`config.mk`:
```
export PLATFORM = sky130hd
export DESIGN_NAME = i2c_ccd_slave_flat
export DESIGN_NICKNAME = d
export VERILOG_FILES = /design/src/rtl/i2c_ccd_slave_pkg.sv /design/src/rtl/i2c_ccd_slave_if.sv /design/src/rtl/i2c_ccd_slave_sync.sv /design/src/rtl/i2c_ccd_slave.sv /design/src/flat_wrapper.sv
export SDC_FILE = /design/constraint.sdc
export NUM_CORES = 1
export LEC_CHECK = 0
export CELL_PAD_IN_SITES_DETAIL_PLACEMENT = 1
export CELL_PAD_IN_SITES_GLOBAL_PLACEMENT = 2
export CORE_MARGIN = 3
export CORE_UTILIZATION = 42
export CTS_CLUSTER_DIAMETER = 40
export CTS_CLUSTER_SIZE = 40
export DETAILED_ROUTE_END_ITERATION = 7
export PLACE_DENSITY = 0.81
export SLEW_MARGIN = 20
export SYNTH_ARGS = -nofsm -noshare
export SYNTH_HDL_FRONTEND = slang
export SYNTH_SLANG_ARGS = --single-unit
```
`constraint.sdc`:
```
create_clock -name iCLK -period 17.26 [get_ports iCLK]
set_input_delay 2.589 -clock iCLK [delete_from_list [all_inputs] [get_ports iCLK]]
set_output_delay 2.589 -clock iCLK [all_outputs]
set_load 0.05 [all_outputs]
```
`src/rtl/i2c_ccd_slave_pkg.sv`:
```
// Shared types and constants for the CCD register-port I2C responder.
// The read path (TX states) exists only when I2C_SLAVE_READ_EN is defined.
package i2c_ccd_pkg;

  // 7-bit device address: write byte 0xBA, read byte 0xBB.
  localparam logic [6:0] DEFAULT_DEV_ADDR = 7'h5D;

  // SDA levels seen on the bus during an acknowledge bit.
  localparam logic SDA_ACK  = 1'b0;
  localparam logic SDA_NACK = 1'b1;

  typedef enum logic [2:0] {
    ST_IDLE,
    ST_DEV,
    ST_ACK_D,
    ST_REG,
    ST_DAT_HI,
    ST_DAT_LO
`ifdef I2C_SLAVE_READ_EN
    , ST_TX_HI
    , ST_TX_LO
`endif
  } state_e;

endpackage

```
`src/rtl/i2c_ccd_slave_if.sv`:
```
// Bus-side bundle of the CCD register-port responder.
// Signalling: iSCL/iSDA are raw open-drain pad levels, and oSDA_OE=1 pulls SDA
// low. oREG_WE is a one-cycle valid strobe qualifying oREG_ADDR/oREG_WDATA; it
// has no ready, so the consumer must take every word in the cycle it appears.
// dbgState and the dbgRdAddr/dbgRdData peek port are observation-only.
interface i2c_ccd_slave_if #(parameter int AW = 5);
  import i2c_ccd_pkg::*;

  logic          iSCL;
  logic          iSDA;
  logic          oSDA_OE;
  logic          oREG_WE;
  logic [7:0]    oREG_ADDR;
  logic [15:0]   oREG_WDATA;
  logic          oBUSY;
  state_e        dbgState;
  logic [AW-1:0] dbgRdAddr;
  logic [15:0]   dbgRdData;

  modport slave (
    input  iSCL, iSDA, dbgRdAddr,
    output oSDA_OE, oREG_WE, oREG_ADDR, oREG_WDATA, oBUSY, dbgState, dbgRdData
  );

  modport master (
    output iSCL, iSDA, dbgRdAddr,
    input  oSDA_OE, oREG_WE, oREG_ADDR, oREG_WDATA, oBUSY, dbgState, dbgRdData
  );

endinterface

```
`src/rtl/i2c_ccd_slave_sync.sv`:
```
// i2c_bus_sync: two-flop synchronizers plus a history flop on SCL and SDA,
// producing single-cycle START/STOP and SCL rise/fall pulses. Reusable by a
// master-side bus monitor.
module i2c_bus_sync (
  input  logic clk,
  input  logic rst,
  input  logic scl,
  input  logic sda,
  output logic sdaLvl,
  output logic sclRise,
  output logic sclFall,
  output logic startDet,
  output logic stopDet
);

  // Bit 0 = metastability flop, bit 1 = synchronized level, bit 2 = history.
  logic [2:0] sclPipe;
  logic [2:0] sdaPipe;

  // Shift pad levels in; reset to the idle-high bus so no event fires on release.
  always_ff @(posedge clk or posedge rst) begin
    if (rst) begin
      sclPipe <= 3'b111;
      sdaPipe <= 3'b111;
    end else begin
      sclPipe <= {sclPipe[1:0], scl};
      sdaPipe <= {sdaPipe[1:0], sda};
    end
  end

  assign sdaLvl   = sdaPipe[1];
  assign sclRise  =  sclPipe[1] & ~sclPipe[2];
  assign sclFall  = ~sclPipe[1] &  sclPipe[2];
  // SDA edges only count as conditions while SCL is steadily high.
  assign startDet =  sclPipe[1] & sclPipe[2] &  sdaPipe[2] & ~sdaPipe[1];
  assign stopDet  =  sclPipe[1] & sclPipe[2] & ~sdaPipe[2] &  sdaPipe[1];

endmodule

```
`src/rtl/i2c_ccd_slave.sv`:
```
// i2c_ccd_slave: I2C responder modelling the CCD register port
// (8-bit register address, then 16-bit words MSB first, auto-incrementing).
// Optional read path built when I2C_SLAVE_READ_EN is defined.
module i2c_ccd_slave
  import i2c_ccd_pkg::*;
#(
  parameter logic [6:0] DEV_ADDR = DEFAULT_DEV_ADDR,
  parameter int         AW       = 5
) (
  input logic            iCLK,
  input logic            iRST,
  i2c_ccd_slave_if.slave bus
);

  logic sdaLvl, sclRise, sclFall, startDet, stopDet;

  i2c_bus_sync uSync (
    .clk     (iCLK),
    .rst     (iRST),
    .scl     (bus.iSCL),
    .sda     (bus.iSDA),
    .sdaLvl  (sdaLvl),
    .sclRise (sclRise),
    .sclFall (sclFall),
    .startDet(startDet),
    .stopDet (stopDet)
  );

  state_e      state;
  logic [3:0]  bitCnt;    // SCL rises seen in the current byte (8 = in ACK slot)
  logic        ackPhase;  // ACK slot of a register/data/tx byte is in progress
  logic [7:0]  rxShift;
  logic [7:0]  hiByte;
  logic [7:0]  ptr;
  logic        sdaOe;
  logic        regWe;
  logic [7:0]  regAddr;
  logic [15:0] regWdata;
  logic        busy;
  logic [15:0] regs [2**AW];
`ifdef I2C_SLAVE_READ_EN
  logic [15:0] txWord;    // MSB is the next bit to put on SDA
  logic        mAck;      // master acknowledged the byte just sent
`endif

  logic devMatch;
  assign devMatch = (rxShift[7:1] == DEV_ADDR);

  // Protocol FSM: bit counting, ACK generation, pointer, commits and read-out.
  always_ff @(posedge iCLK or posedge iRST) begin
    if (iRST) begin
      state    <= ST_IDLE;
      bitCnt   <= '0;
      ackPhase <= 1'b0;
      rxShift  <= '0;
      hiByte   <= '0;
      ptr      <= '0;
      sdaOe    <= 1'b0;
      regWe    <= 1'b0;
      regAddr  <= '0;
      regWdata <= '0;
      busy     <= 1'b0;
      for (int i = 0; i < 2**AW; i++) regs[i] <= '0;
`ifdef I2C_SLAVE_READ_EN
      txWord   <= '0;
      mAck     <= 1'b0;
`endif
    end else begin
      regWe <= 1'b0;
      if (startDet) begin
        // Repeated START drops any partial byte but keeps the pointer.
        state    <= ST_DEV;
        bitCnt   <= '0;
        ackPhase <= 1'b0;
        sdaOe    <= 1'b0;
        busy     <= 1'b1;
      end else if (stopDet) begin
        state    <= ST_IDLE;
        bitCnt   <= '0;
        ackPhase <= 1'b0;
        sdaOe    <= 1'b0;
        busy     <= 1'b0;
      end else if (sclRise && state != ST_IDLE) begin
        if (bitCnt < 4'd8) begin
          rxShift <= {rxShift[6:0], sdaLvl};
          bitCnt  <= bitCnt + 4'd1;
          // The 16th data bit completes a word: commit before the ACK slot.
          if (state == ST_DAT_LO && bitCnt == 4'd7) begin
            regs[ptr[AW-1:0]] <= {hiByte, rxShift[6:0], sdaLvl};
            regWe    <= 1'b1;
            regAddr  <= ptr;
            regWdata <= {hiByte, rxShift[6:0], sdaLvl};
            ptr      <= ptr + 8'd1;
          end
        end else begin
`ifdef I2C_SLAVE_READ_EN
          mAck <= (sdaLvl == SDA_ACK);
`endif
        end
      end else if (sclFall && state != ST_IDLE) begin
        case (state)
          ST_DEV: begin
            if (bitCnt == 4'd8) begin
              if (devMatch && !rxShift[0]) begin
                sdaOe <= ~SDA_ACK;
                state <= ST_ACK_D;
              end
`ifdef I2C_SLAVE_READ_EN
              else if (devMatch) begin
                sdaOe <= ~SDA_ACK;
                state <= ST_ACK_D;
              end
`endif
              else begin
                state <= ST_IDLE;
              end
            end
          end
          ST_ACK_D: begin
            bitCnt <= '0;
            sdaOe  <= 1'b0;
            state  <= ST_REG;
`ifdef I2C_SLAVE_READ_EN
            if (rxShift[0]) begin
              // First read bit goes out on the fall that ends the address ACK.
              state  <= ST_TX_HI;
              txWord <= regs[ptr[AW-1:0]];
              sdaOe  <= ~regs[ptr[AW-1:0]][15];
            end
`endif
          end
          ST_REG, ST_DAT_HI, ST_DAT_LO: begin
            if (ackPhase) begin
              ackPhase <= 1'b0;
              bitCnt   <= '0;
              sdaOe    <= 1'b0;
              state    <= (state == ST_DAT_HI) ? ST_DAT_LO : ST_DAT_HI;
            end else if (bitCnt == 4'd8) begin
              ackPhase <= 1'b1;
              sdaOe    <= ~SDA_ACK;
              if (state == ST_REG)    ptr    <= rxShift;
              if (state == ST_DAT_HI) hiByte <= rxShift;
            end
          end
`ifdef I2C_SLAVE_READ_EN
          ST_TX_HI, ST_TX_LO: begin
            if (ackPhase) begin
              ackPhase <= 1'b0;
              bitCnt   <= '0;
              if (!mAck) begin
                state <= ST_IDLE;
                sdaOe <= 1'b0;
              end else if (state == ST_TX_HI) begin
                state <= ST_TX_LO;
                sdaOe <= ~txWord[15];
              end else begin
                state  <= ST_TX_HI;
                txWord <= regs[ptr[AW-1:0]];
                sdaOe  <= ~regs[ptr[AW-1:0]][15];
              end
            end else if (bitCnt == 4'd8) begin
              // Release SDA so the master can drive its ACK/NACK.
              ackPhase <= 1'b1;
              sdaOe    <= 1'b0;
              txWord   <= {txWord[14:0], 1'b0};
              if (state == ST_TX_LO) ptr <= ptr + 8'd1;
            end else if (bitCnt != 4'd0) begin
              txWord <= {txWord[14:0], 1'b0};
              sdaOe  <= ~txWord[14];
            end
          end
`endif
          default: ;
        endcase
      end
    end
  end

  assign bus.oSDA_OE    = sdaOe;
  assign bus.oREG_WE    = regWe;
  assign bus.oREG_ADDR  = regAddr;
  assign bus.oREG_WDATA = regWdata;
  assign bus.oBUSY      = busy;
  assign bus.dbgState   = state;
  assign bus.dbgRdData  = regs[bus.dbgRdAddr];

endmodule

```
`src/flat_wrapper.sv`:
```
// flat-port wrapper written by rule: the top's interface ports become plain ports
module i2c_ccd_slave_flat import i2c_ccd_pkg::*;
#(
  parameter logic [6:0] DEV_ADDR = DEFAULT_DEV_ADDR,
  parameter int         AW       = 5
)
  (iCLK, iRST, bus_iSCL, bus_iSDA, bus_dbgRdAddr, bus_oSDA_OE, bus_oREG_WE, bus_oREG_ADDR, bus_oREG_WDATA, bus_oBUSY, bus_dbgState, bus_dbgRdData);
  i2c_ccd_slave_if #(.AW(AW)) bus_i ();
  input logic iCLK;
  input logic iRST;
  input wire logic [$bits(bus_i.iSCL)-1:0] bus_iSCL;
  input wire logic [$bits(bus_i.iSDA)-1:0] bus_iSDA;
  input wire logic [$bits(bus_i.dbgRdAddr)-1:0] bus_dbgRdAddr;
  output wire logic [$bits(bus_i.oSDA_OE)-1:0] bus_oSDA_OE;
  output wire logic [$bits(bus_i.oREG_WE)-1:0] bus_oREG_WE;
  output wire logic [$bits(bus_i.oREG_ADDR)-1:0] bus_oREG_ADDR;
  output wire logic [$bits(bus_i.oREG_WDATA)-1:0] bus_oREG_WDATA;
  output wire logic [$bits(bus_i.oBUSY)-1:0] bus_oBUSY;
  output wire logic [$bits(bus_i.dbgState)-1:0] bus_dbgState;
  output wire logic [$bits(bus_i.dbgRdData)-1:0] bus_dbgRdData;
  assign bus_i.iSCL = bus_iSCL;
  assign bus_i.iSDA = bus_iSDA;
  assign bus_i.dbgRdAddr = bus_dbgRdAddr;
  assign bus_oSDA_OE = bus_i.oSDA_OE;
  assign bus_oREG_WE = bus_i.oREG_WE;
  assign bus_oREG_ADDR = bus_i.oREG_ADDR;
  assign bus_oREG_WDATA = bus_i.oREG_WDATA;
  assign bus_oBUSY = bus_i.oBUSY;
  assign bus_dbgState = bus_i.dbgState;
  assign bus_dbgRdData = bus_i.dbgRdData;
  i2c_ccd_slave #(.DEV_ADDR(DEV_ADDR), .AW(AW)) u_core (.iCLK(iCLK), .iRST(iRST), .bus(bus_i));
endmodule
```
==> impl_metrics.yaml <==
critical_path:
  end_kind: "primary output"
  cp.buffers_inverters: 4
  path_delay_family: "buffers and inverters"
  cpMostUsedCell: "buf_4"
  worstSetupPathType: "input pin to primary output"
  cp_slowest_cell: "clkdlybuf4s50_1"
  cp_cell_sequence: "clkbuf_8, buf_4, buf_4, mux4_2, o22ai_1, nor4_1, clkdlybuf4s50_1"
  start_kind: "input pin"
  cp.arrival_ns: 6.62
  critPathMaxStageDelay_ns: 0.93
  required_ns: 14.67
  crit_path_max_fanout: 58
die:
  die_w_um: 255
  die_area_mm2: 0.0651
  coreArea_mm2: 0.0609
  initial_core_util: 0.428
  die_h_um: 255
  rows: 90
  ioPinCount: 55
final_layout:
  multi_input_area_mm2: 0.0109
  nets: 1767
  ff_latch_area_mm2: 0.0145
  utilization: 0.501
  fill_cells: 5747
  syn_to_final_growth_pct: 17.1
  antenna_cells: 0
  drive_above_1_share: 0.502
clock_network:
  cts_root_buf: "clkbuf_16"
  cts_buffer_depth: 3
  cts-resized-gates: 0
  cts_tree: "built"
  htreeDepth: 3
  numClockSinks: 577
  postCtsSetupBuffers: 0
  cts.clk_slew.worst_paths_ns: 0.05
  holdBufCountCts: 0
  insertion_delay_ns: 0.63
  cts_inserted_buffers: 93
grt:
  grt_usage: 0.226
  grt-ovfl-total: 0
  grt_start_max_net_pins: 195
  grt_pass1_wl_um: 111000
  antenna_found_initial: 0
  grt_pass1_vias: 17377
yosys:
  ys_seq_area_frac: 0.554
  syn_inst: 1716
  ys_types: 58
  ys.flop_type: "dfrtp_1"
  synth-warning-count: 0
  synth_edf_count: 0
  synth.avg_cell_area_um2: 15.2
  synth_nets: 1731
  yosys_register_bits: 577
  syn-cell-area_mm2: 0.0261
  postSynth.asyncResetShare: 1.00
timing:
  relSlewSlack: 0.193
  finalCritPeriodShare: 0.534
  timing.fmax_ghz: 0.109
  period_minus_slack_ns: 9.21
  setup-tns-final_ns: 0
  setup_viol: 0
  hold_viol: 0
  worst_clock_skew_ns: 0.0309
  drv_slew: 0
  rsz0062_at_grt: "no"
  worst_pin_slew_ns: 1.21
  hold_ws_ns: 0.349
routing:
  avgViaCountPerCell: 5.84
  drt_iter0_markers: 908
  detail_route.wirelength_um: 71400
  wl_per_cell_um: 26.9
  ant_nets: 0
  vias: 15530
  dr.pass1.iters: 4
  drc: 0
power_and_ir_drop:
  peakVddDrop_v: 0.0000692
  powerDensity_mw_per_mm2: 110
  cellLeakagePower_nw: 14.2
placed_design:
  numPortBuffers: 54
  place_congestion: 0.745
  place_hpwl_um: 41000
hold_path:
  hold_path.class: "flip-flop to flip-flop"
run_status:
  status: "finished, final reports clean"
job:
  max_cap_violations: 0
metrics by stage:
| step | setup WS (ns) | std cells | total power, mW | instance area [µm²] |
|---|---|---|---|---|
| floorplan | 6.81 | 1716 | 1.48 | 26100 |
| global placement | 7.86 | 2484 | 1.52 | 27300 |
| detailed placement | 7.95 | 2484 | 1.52 | 27300 |
| CTS | 7.91 | 2659 | 3.40 | 30500 |
| global route | 7.74 | 2660 | 3.48 | 30500 |
| finish | 8.05 | 2660 | 3.36 | 30500 |
placed cells by master (no fill, tap or decap), types with 6 or more instances in the layout:
cell,count
nor2_2,15
mux4_2,128
dfstp_2,6
nand3b_1,8
clkdlybuf4s50_1,52
nand3_1,10
o22ai_1,64
mux2i_1,6
ha_1,6
buf_4,32
clkinv_4,15
clkbuf_16,96
nor2_4,17
nand2_1,79
mux2_2,527
nor2_1,12
nor4_1,17
clkbuf_1,6
inv_1,7
o21ai_0,11
dfrtp_2,7
clkbuf_8,15
clkinvlp_4,17
inv_6,16
dfrtp_1,564
sequential cells by signal, summed over array words and instances, names as in the netlist, 3 cells and up:
register / cells
u_core.regs: 512
u_core.bus.oREG_WDATA: 16
u_core.bus.oREG_ADDR: 8
u_core.hiByte: 8
u_core.ptr: 8
u_core.rxShift: 8
u_core.bitCnt: 4
u_core.bus.dbgState: 3
u_core.uSync.sclPipe: 3
u_core.uSync.sdaPipe: 3
cell type report:
cell class	instances	area share
flip-flops and latches	577	0.474
clock buffers	116	0.0858
multi-input cells	981	0.358
well taps	828	0.0339
inverters	8	0.00111
repair buffers	91	0.0284
clock inverters	59	0.0189
cell usage after synthesis (5+ instances only):
master / n / area (µm²)
mux2i_1: 6 / 60.1
buf_2: 34 / 170
mux4_2: 128 / 2880
nor2b_1: 5 / 31.3
nor2_2: 30 / 188
nor4_1: 17 / 106
inv_1: 8 / 30.0
dfrtp_1: 571 / 14300
nor2_1: 12 / 45.0
mux2_2: 527 / 5930
o21ai_0: 11 / 55.1
nand3b_1: 8 / 60.1
nand3_1: 11 / 55.1
dfstp_2: 6 / 158
nand2_1: 79 / 297
clkbuf_1: 80 / 300
o221ai_1: 5 / 43.8
buf_4: 33 / 248
ha_1: 6 / 75.1
a21oi_1: 5 / 25.0
o22ai_1: 64 / 400
power breakdown:
part	internal, mW	switching [mW]
Sequential	1.36	0.00457
Clock	1.16	0.709
Combinational	0.0361	0.101
Total	2.55	0.814
worst paths after layout:
kind                       depth (start not counted)  slack [ns]                     from                       to
max                                                7        8.05         bus_dbgRdAddr[1]         bus_dbgRdData[1]
min                                                0        0.35  u_core.uSync.sclPipe[0]  u_core.uSync.sclPipe[1]
max reg2reg                                        5       13.40  u_core.uSync.sclPipe[1]            u_core.ptr[1]
min reg2reg                                        0        0.35  u_core.uSync.sclPipe[0]  u_core.uSync.sclPipe[1]
max in group asynchronous                          6       12.12                     iRST          u_core.regs[36]
min in group asynchronous                          3        2.54                     iRST         u_core.regs[302]
routing by layer:
| layer | share of wire | global-route usage | routed length, µm | vias to the layer above |
|---|---|---|---|---|
| met1 | 0.44 | 0.303 | 31200 | 8611 |
| met5 | 0 | 0 | 0 | - |
| met4 | 0.022 | 0.0601 | 1590 | 0 |
| met3 | 0.036 | 0.0348 | 2540 | 119 |
| met2 | 0.50 | 0.385 | 36100 | 316 |
| li1 | - | - | - | 6484 |
logic make-up (layout without fill, tap and decap cells):
| family | count (synthesis) | after routing | share of synthesized area |
|---|---|---|---|
| buf+inv | 158 | 274 | 0.0294 |
| mux | 663 | 663 | 0.341 |
| compound gates | 113 | 113 | 0.0292 |
| simple gates | 197 | 197 | 0.0421 |
| xor+xnor | 2 | 2 | 0.000672 |
| fa+ha+maj | 6 | 6 | 0.00288 |
| flops | 577 | 577 | 0.554 |
worst register-to-register path: stages (launching register included):
cell and delay, ns:
dfstp_2 0.61, nor3b_2 0.76, nand3_2 0.75, inv_1 1.04
o21a_1 0.40, mux2i_1 0.21
Note: power is estimated with default switching activity, not from simulation.
